===== config.mk =====
export PLATFORM = sky130hd
export DESIGN_NAME = fifo_sync_arb_ctrl
export DESIGN_NICKNAME = d
export VERILOG_FILES = /design/src/rtl/fifo_sync_arb_ctrl.sv
export SDC_FILE = /design/constraint.sdc
export NUM_CORES = 1
export LEC_CHECK = 0
export BUFFER_PORTS_ARGS = -buffer_cell sky130_fd_sc_hd__buf_2
export CAP_MARGIN = 20
export CORE_UTILIZATION = 52
export CTS_BUF_LIST = sky130_fd_sc_hd__clkbuf_8 sky130_fd_sc_hd__clkbuf_16
export CTS_CLUSTER_SIZE = 20
export DETAILED_ROUTE_END_ITERATION = 6
export GPL_ROUTABILITY_DRIVEN = 1
export PLACE_DENSITY = 0.85
export SLEW_MARGIN = 20
export SYNTH_ARGS = -nofsm -noshare
export SYNTH_HDL_FRONTEND = slang
export SYNTH_SLANG_ARGS = --single-unit

===== constraint.sdc =====
create_clock -name clk -period 6.1 [get_ports clk]
set_clock_uncertainty 0.1 [all_clocks]
set_input_delay 0.305 -clock clk [delete_from_list [all_inputs] [get_ports clk]]
set_output_delay 0.305 -clock clk [all_outputs]
set_load 0.05 [all_outputs]

===== src/rtl/fifo_sync_arb_ctrl.sv =====
// Arbitrated write / sequenced read front-end for a shared fifo_sync.
// Occupancy is tracked here because fifo_sync exposes no flags. The count
// moves when a transfer is accepted, one cycle before the FIFO strobe.
module fifo_sync_arb_ctrl #(
  parameter int NUM_REQ = 4,
  parameter int DW      = 8,
  parameter int DEPTH   = 16,
  parameter int CNT_W   = $clog2(DEPTH + 1)
) (
  input  logic                  clk,
  input  logic                  rst_n,
  input  logic                  ctrl_en,
  input  logic [NUM_REQ-1:0]    req_valid,
  input  logic [NUM_REQ*DW-1:0] req_data,
  output logic [NUM_REQ-1:0]    req_ready,
  input  logic                  rd_req,
  output logic [DW-1:0]         rd_data,
  output logic                  rd_valid,
  output logic                  fifo_en,
  output logic [DW-1:0]         fifo_data_i,
  output logic                  fifo_read,
  input  logic [DW-1:0]         fifo_data_o,
  input  logic                  fifo_data_rd,
  output logic [CNT_W-1:0]      count,
  output logic                  full,
  output logic                  empty,
  output logic                  err
);

  localparam int PTR_W = (NUM_REQ > 1) ? $clog2(NUM_REQ) : 1;
  localparam logic [CNT_W-1:0] DEPTH_C = CNT_W'(DEPTH);
  localparam logic [PTR_W-1:0] LAST_C  = PTR_W'(NUM_REQ - 1);
  localparam logic [PTR_W:0]   NREQ_C  = (PTR_W + 1)'(NUM_REQ);

  logic [PTR_W-1:0] rr_ptr;
  logic [PTR_W-1:0] winner;
  logic [PTR_W:0]   scan;
  logic [DW-1:0]    win_data;
  logic             grant_ok;
  logic             wr_acc;
  logic             rd_acc;

  assign full  = (count == DEPTH_C);
  assign empty = (count == '0);

  // Grants are held off while in reset so req_ready shows its reset value
  // asynchronously, not only after the next edge.
  assign grant_ok = rst_n & ctrl_en & ~full;
  assign rd_acc   = rd_req & ctrl_en & ~empty;

  // Round-robin search from rr_ptr; first valid requester wins the grant.
  always_comb begin
    req_ready = '0;
    winner    = '0;
    wr_acc    = 1'b0;
    scan      = '0;
    for (int k = 0; k < NUM_REQ; k++) begin
      scan = {1'b0, rr_ptr} + (PTR_W + 1)'(k);
      if (scan >= NREQ_C) begin
        scan = scan - NREQ_C;
      end
      if (grant_ok && !wr_acc && req_valid[scan[PTR_W-1:0]]) begin
        wr_acc                      = 1'b1;
        winner                      = scan[PTR_W-1:0];
        req_ready[scan[PTR_W-1:0]] = 1'b1;
      end
    end
  end

  // Select the granted requester's data word.
  always_comb begin
    win_data = '0;
    for (int k = 0; k < NUM_REQ; k++) begin
      if (winner == PTR_W'(k)) begin
        win_data = req_data[k*DW +: DW];
      end
    end
  end

  // Occupancy and arbitration pointer, committed at accept time.
  always_ff @(posedge clk or negedge rst_n) begin
    if (!rst_n) begin
      count  <= '0;
      rr_ptr <= '0;
    end else begin
      if (wr_acc && !rd_acc) begin
        count <= count + 1'b1;
      end else if (rd_acc && !wr_acc) begin
        count <= count - 1'b1;
      end
      if (wr_acc) begin
        rr_ptr <= (winner == LAST_C) ? '0 : winner + 1'b1;
      end
    end
  end

  // Registered write strobe and data toward fifo_sync; data holds when idle.
  always_ff @(posedge clk or negedge rst_n) begin
    if (!rst_n) begin
      fifo_en     <= 1'b0;
      fifo_data_i <= '0;
    end else begin
      fifo_en <= wr_acc;
      if (wr_acc) begin
        fifo_data_i <= win_data;
      end
    end
  end

  // Read strobe, then capture of the zero-delay FIFO output one edge later.
  always_ff @(posedge clk or negedge rst_n) begin
    if (!rst_n) begin
      fifo_read <= 1'b0;
      rd_valid  <= 1'b0;
      rd_data   <= '0;
    end else begin
      fifo_read <= rd_acc;
      rd_valid  <= fifo_read;
      if (fifo_read) begin
        rd_data <= fifo_data_o;
      end
    end
  end

  // data_rd must mirror read exactly; any disagreement latches err.
  always_ff @(posedge clk or negedge rst_n) begin
    if (!rst_n) begin
      err <= 1'b0;
    end else begin
      err <= err | (fifo_read ^ fifo_data_rd);
    end
  end

endmodule

# Word level (Yosys, flattened, before mapping)
# Index checks and enable logic that the tools add are counted.
totals:
  reg_bits: 27
  input_bits: 49
  wordCells: 105
  out_inout_bits: 31
classes:
  reduce_logical: 21
  n_eq_ne: 4
  addsub: 10
  order_cmp: 12
  muxes: 39
  bitwise: 11
op_table:
  columns: ["operator", "n"]
  rows:
  - ["8-bit two-way mux", 4]
  - ["2-bit two-way mux", 9]
  - ["4-bit two-way mux", 4]
  - ["1-bit logical AND", 13]
  - ["2-bit by 3-bit < comparator with 1-bit output (second input constant)", 4]
  - ["1-bit two-way mux", 12]
  - ["4-bit bitwise OR", 3]
  - ["5-bit two-way mux", 2]
  - ["3-bit greater-or-equal comparator (second input constant)", 3]
  - ["1-bit binary-select mux with 2-bit select", 4]
  - ["1-bit demux with 2-bit select", 4]
  - ["2-bit by 1-bit greater-or-equal comparator with 1-bit output (second input constant)", 4]
  - ["2-bit by 1-bit subtractor with 2-bit output (second input constant)", 4]
  - ["2-bit by 2-bit adder with 3-bit output (second input constant)", 2]
  - ["5-bit by 1-bit adder with 5-bit output (second input constant)", 1]
  - ["5-bit equality test (second input constant)", 1]
  - ["1-bit zero test", 5]
  - ["5-bit zero test", 1]
  - ["5-bit by 1-bit subtractor with 5-bit output (second input constant)", 1]
  - ["1-bit AND", 4]
  - ["2-bit equality test (second input constant)", 2]
  - ["2-bit by 1-bit adder with 3-bit output (second input constant)", 1]
  - ["2-bit by 3-bit greater-or-equal comparator with 1-bit output (second input constant)", 1]
  - ["2-bit by 1-bit adder with 2-bit output (second input constant)", 1]
  - ["6 further kinds", 7]

# Longest topological paths before layout
depth:
  ltp_word: 23
  mapped_depth: 17
  ltp_nobuf: 13

# Worst setup path after synthesis
# OpenSTA, ideal clock, no wires.
synth_timing:
  path_kind: "reg-to-reg"
  start: "register count[1]"
  end: "register count[4]"
  required_time_ns: 5.918
  arrival_ns: 3.480
  path_slack_ns: 2.438
  n_path_buf: 0
  period_less_slack_ns: 3.662
  stages_incl_launch_ff: 12
  path_cell_list: "dfrtp_1 > nor4_2 > nor2b_1 > or2_2 > ha_1 > inv_1 > ha_1 > nor2b_1 > o21a_1 > or3_1 > a21oi_1 > xor2_1"
synth_via:
  elab_cells_between_ends: 29
  classes_between: "2 x add/sub; 1 x eq/ne; 6 x mux; 4 x bitwise; 16 x reduce/logical"
synth_rtl:
  columns: ["item", "line_no", "source"]
  rows:
  - ["from (decl)", "24", "output logic [CNT_W-1:0] count,"]
  - ["from (signal assigned)", "87", "count <= count + 1'b1;"]
  - ["from (signal assigned)", "89", "count <= count - 1'b1;"]
  - ["5-bit zero test *", "44", "assign empty = (count == '0);"]
  - ["net empty", "26", "output logic empty,"]
  - ["1-bit inverter *", "49", "assign rd_acc = rd_req & ctrl_en & ~empty;"]
  - ["1-bit AND *", "49", null]
  - ["1-bit zero test", "86", "if (wr_acc && !rd_acc) begin"]
  - ["1-bit logical AND", "86", null]
  - ["5-bit two-way mux or 2-bit nonzero test (tied branches)", null, null]
# The timed path passes the listed nets; every way through them passes the cells marked *. The select of a mux whose other input is x is not followed.
# A chain may end at the register's enable or synchronous reset.

# Worst setup path after layout
layout_timing:
  start: "input rst_n"
  end: "register count[4]"
layout_via:
  elab_chain_cells: 19
  elab_cells_between_ends: 21
  classes_between: "5 x mux; 2 x bitwise; 14 x reduce/logical"
layout_rtl:
  columns: ["item", "line_no", "source"]
  rows:
  - ["from (decl)", "11", "input logic rst_n,"]
  - ["1-bit AND * (2 in a row)", "48", "assign grant_ok = rst_n & ctrl_en & ~full;"]
  - ["1-bit logical AND", "62", "if (grant_ok && !wr_acc && req_valid[scan[PTR_W-1:0]]) begin"]
  - ["1-bit two-way mux", "62", null]
  - ["1-bit zero test", "62", null]
  - ["1-bit logical AND (2 in a row)", "62", null]
  - ["1-bit two-way mux", "62", null]
  - ["1-bit zero test", "62", null]
  - ["1-bit logical AND (2 in a row)", "62", null]
  - ["1-bit two-way mux", "62", null]
  - ["1-bit zero test", "62", null]
  - ["1-bit logical AND (2 in a row)", "62", null]
  - ["1-bit two-way mux *", "62", null]
  - ["1-bit zero test", "88", "end else if (rd_acc && !wr_acc) begin"]
  - ["1-bit logical AND", "88", null]
  - ["2-bit nonzero test (no line)", null, null]
# Every way passes the cells marked *; elsewhere a longest branch is shown, timed or not.

==> flow_summary_export.csv <==
group,metric,value,unit
status,status,"finished clean",
synth,synth-async-reset-ratio,100,%
layout,n_antenna_cell,0,
pwr,ir_drop,0.000243,V
route,routedLengthMet1,2.05,mm
route,post-route-drc-count,0,
clocking,clock_latency,270,ps
timing,slew-limit-headroom,54.4,%
route,first_iter_violations,85,
layout,layout-drive-gt1-share,35.5,%
floorplan,initial_core_util,56.8,%
route,vias_per_cell,5.52,
synth,seq_area_frac_synth,34.3,%
timing,setup_viol,0,
route,postRouteAntennaNets,0,
route,route.met2.wl,2.08,mm
pwr,power_density,487,mW/mm2
setup_path,r2r_slack,2120,ps
placement,port-buffer-count,79,
setup_path,worstSetupPathType,"input port to flip-flop",
clocking,numCtsBuffers,3,
route,wire_per_inst,13.5,um
timing,clock.fmax,0.246,GHz
placement,finalWeightedCongestion,0.833,
worst_hold_path,min_path_type,"input port to flip-flop",
pwr,p_sw_share,53.8,%
pwr,p_comb_share,64.5,%
timing,min_period_over_period,66.7,%
floorplan,io_pins,80,
pwr,internal-power,0.541,mW
pwr,p_seq_share,27.2,%
route,top_layer_used,"met4",
clocking,cts_tree,"yes",
synth,ys_dominant_reg_cell,"dfrtp_1",
placement,place_hpwl,3.36,mm
global_route,grt_usage,23.0,%
route,num_vias,1812,
run,drv_cap,0,
global_route,grt_pass1_vias,1639,
setup_path,worstPathCellList,"dlygate4sd3_1 > buf_2 > nand2_1 > a21oi_1 > o31a_1 > ha_1 > inv_1 > ha_1 > nor2b_1 > o21a_1 > or3_1 > a21oi_1 > xor2_1",
floorplan,core_area,0.00347,mm2
floorplan,rows,21,
layout,finish.instance_area,0.00240,mm2
setup_path,worst-path-max-fanout,28,
synth,ys_seq_elements,27,
placement,placed_area,0.00235,mm2
setup_path,startpoint_type,"input port",
floorplan,die_w,63.5,um
setup_path,crit_required,6200,ps
timing,layout_min_cycle_time,4070,ps
timing,tns,0,ps
synth,yosysWarnings,0,
floorplan,fp.dieH,63.5,um
synth,netlist_area,0.00197,mm2
pwr,clkPwrFrac,8.3,%
timing,finalMaxSlewViolations,0,
global_route,grt_overflow,0,
clocking,cts_sinks,27,
route,dr.pass1.iters,4,
synth,synth_edf_count,0,
global_route,antenna_found_initial,0,
synth,syn_avg_cell_area,9.25,um2
global_route,grt_start_max_net_pins,29,
timing,finalHoldViolations,0,
layout,nets,346,
clocking,htreeDepth,1,
pwr,power_leakage,1.11,nW
route,finalWirelength,4.41,mm
clocking,root_buffer,"clkbuf_8",
layout,area_growth,22.0,%
route,wl_met3,219,um
clocking,cts_buffer_depth,2,
timing,rsz0062_at_grt,"no",
setup_path,crit_slowest_cell,"o31a_1",
timing,tightest_slew,684,ps
clocking,cts_post_setup_buffers_inserted,0,
pwr,total_power,1.17,mW
setup_path,crit_arrival,4170,ps
floorplan,dieArea,0.00404,mm2
synth,synth.distinct_cells,42,
pwr,switchingPower,0.629,mW
setup_path,slowest_delay,650,ps
clocking,path_clk_slew,90,ps
layout,final_core_util,69.3,%
setup_path,critPathCaptureType,"flip-flop",
synth,postSynthNetCount,276,
global_route,grt_pass1_wl,7.47,mm
synth,syn_inst,213,
-- sequential cells by signal, summed over array words and instances, names as in the netlist --
| name | flops |
|---|---|
| count | 5 |
| rd_valid | 1 |
| rr_ptr | 2 |
| rd_data | 8 |
| fifo_read | 1 |
| err | 1 |
| fifo_data_i | 8 |
| fifo_en | 1 |
-- synth_stat cells, types with 3 or more instances --
library cell / number / area, um2
buf_2: 4 / 20.0
dfrtp_1: 27 / 676
inv_1: 7 / 26.3
nor2b_1: 13 / 81.3
xnor2_1: 4 / 35.0
clkbuf_1: 9 / 33.8
nand2_1: 14 / 52.6
a21oi_1: 23 / 115
o21ai_0: 11 / 55.1
a22oi_1: 10 / 75.1
a221oi_1: 8 / 70.1
mux2_2: 8 / 90.1
nand2b_1: 3 / 18.8
nor3_1: 9 / 45.0
ha_1: 13 / 163
nor2_1: 13 / 48.8
-- routing by layer --
metal  up-vias  global-route usage [%]
li1        909                       -
met1       838                    32.8
met2        59                    35.8
met3         6                    2.72
met4         0                    7.95
met5         -                       0
-- power groups by stage --
stage               clock (mW)  sequential, mW  combinational, mW
detailed placement           0           0.322              0.752
global placement             0           0.318              0.738
floorplan                    0           0.512              0.413
finish                  0.0969           0.319              0.754
global route             0.107           0.331              0.820
CTS                     0.0992           0.319              0.756
-- cells by family after synthesis --
family,share of synthesized area (%)
fa+ha+maj,9.28
flops,34.3
compound gates,23.6
simple gates,18.0
xor+xnor,2.67
buf+inv,5.21
mux,6.86
-- cell usage in the layout (no fill, tap or decap), types with 2 or more instances in the layout --
cell,count
o31a_1,2
and3b_1,2
xor2_1,2
dfrtp_1,27
o21a_1,2
o21ai_1,2
ha_1,13
nand3_1,2
mux4_2,2
mux2_2,8
or2_2,2
clkbuf_8,3
nor2_1,13
nor3_1,9
a221oi_1,8
o31ai_1,2
nand2_1,14
nand2b_1,3
xnor2_1,4
a22oi_1,10
buf_2,79
o21ai_0,11
nor2b_1,13
or3_1,2
a21oi_1,23
inv_1,7
-- through the flow --
stage / hold WS [ps] / setup slack [ps] / std cells
after floorplan: -90.6 / 2440 / 213
after global placement: 236 / 2270 / 323
after detailed placement: 238 / 2170 / 323
after CTS: 166 / 1950 / 328
after global routing: 163 / 1640 / 328
final: 169 / 2030 / 328
-- path summary, 6_finish.rpt --
path | to | depth (start not counted) | startpoint
max | count[4] | 13 | rst_n
min | rd_data[1] | 2 | fifo_data_o[1]
max reg2reg | fifo_data_i[7] | 12 | rr_ptr[0]
min reg2reg | err | 1 | err
max in group asynchronous | rd_data[2] | 2 | rst_n
min in group asynchronous | rd_valid | 2 | rst_n
-- final cells by class --
class / count / area [um2]
Inverter: 7 / 26.3
Multi-Input combinational cell: 164 / 1190
Sequential cell: 27 / 676
Tap cell: 46 / 57.6
Fill cell: 277 / 1070
Timing Repair Buffer: 80 / 405
Clock buffer: 3 / 41.3
Clock inverter: 1 / 5.00
-- worst max-delay path: cells and delay by family --
| family | cells | cell delay (ps) |
|---|---|---|
| AO/OA/AOI/OAI | 4 | 1350 |
| buffers and inverters | 3 | 1110 |
| adder cells (fa/ha/maj) | 2 | 640 |
| AND/OR/NAND/NOR | 3 | 590 |
| XOR/XNOR | 1 | 150 |
-- timing repair --
action / CTS / global route
resized for setup: 0 / 0
hold buffers: 1 / 0
hold endpoints to repair: 27 / 0
endpoints found under the setup margin: 0 / 0
(Power assumes the default switching activity.)
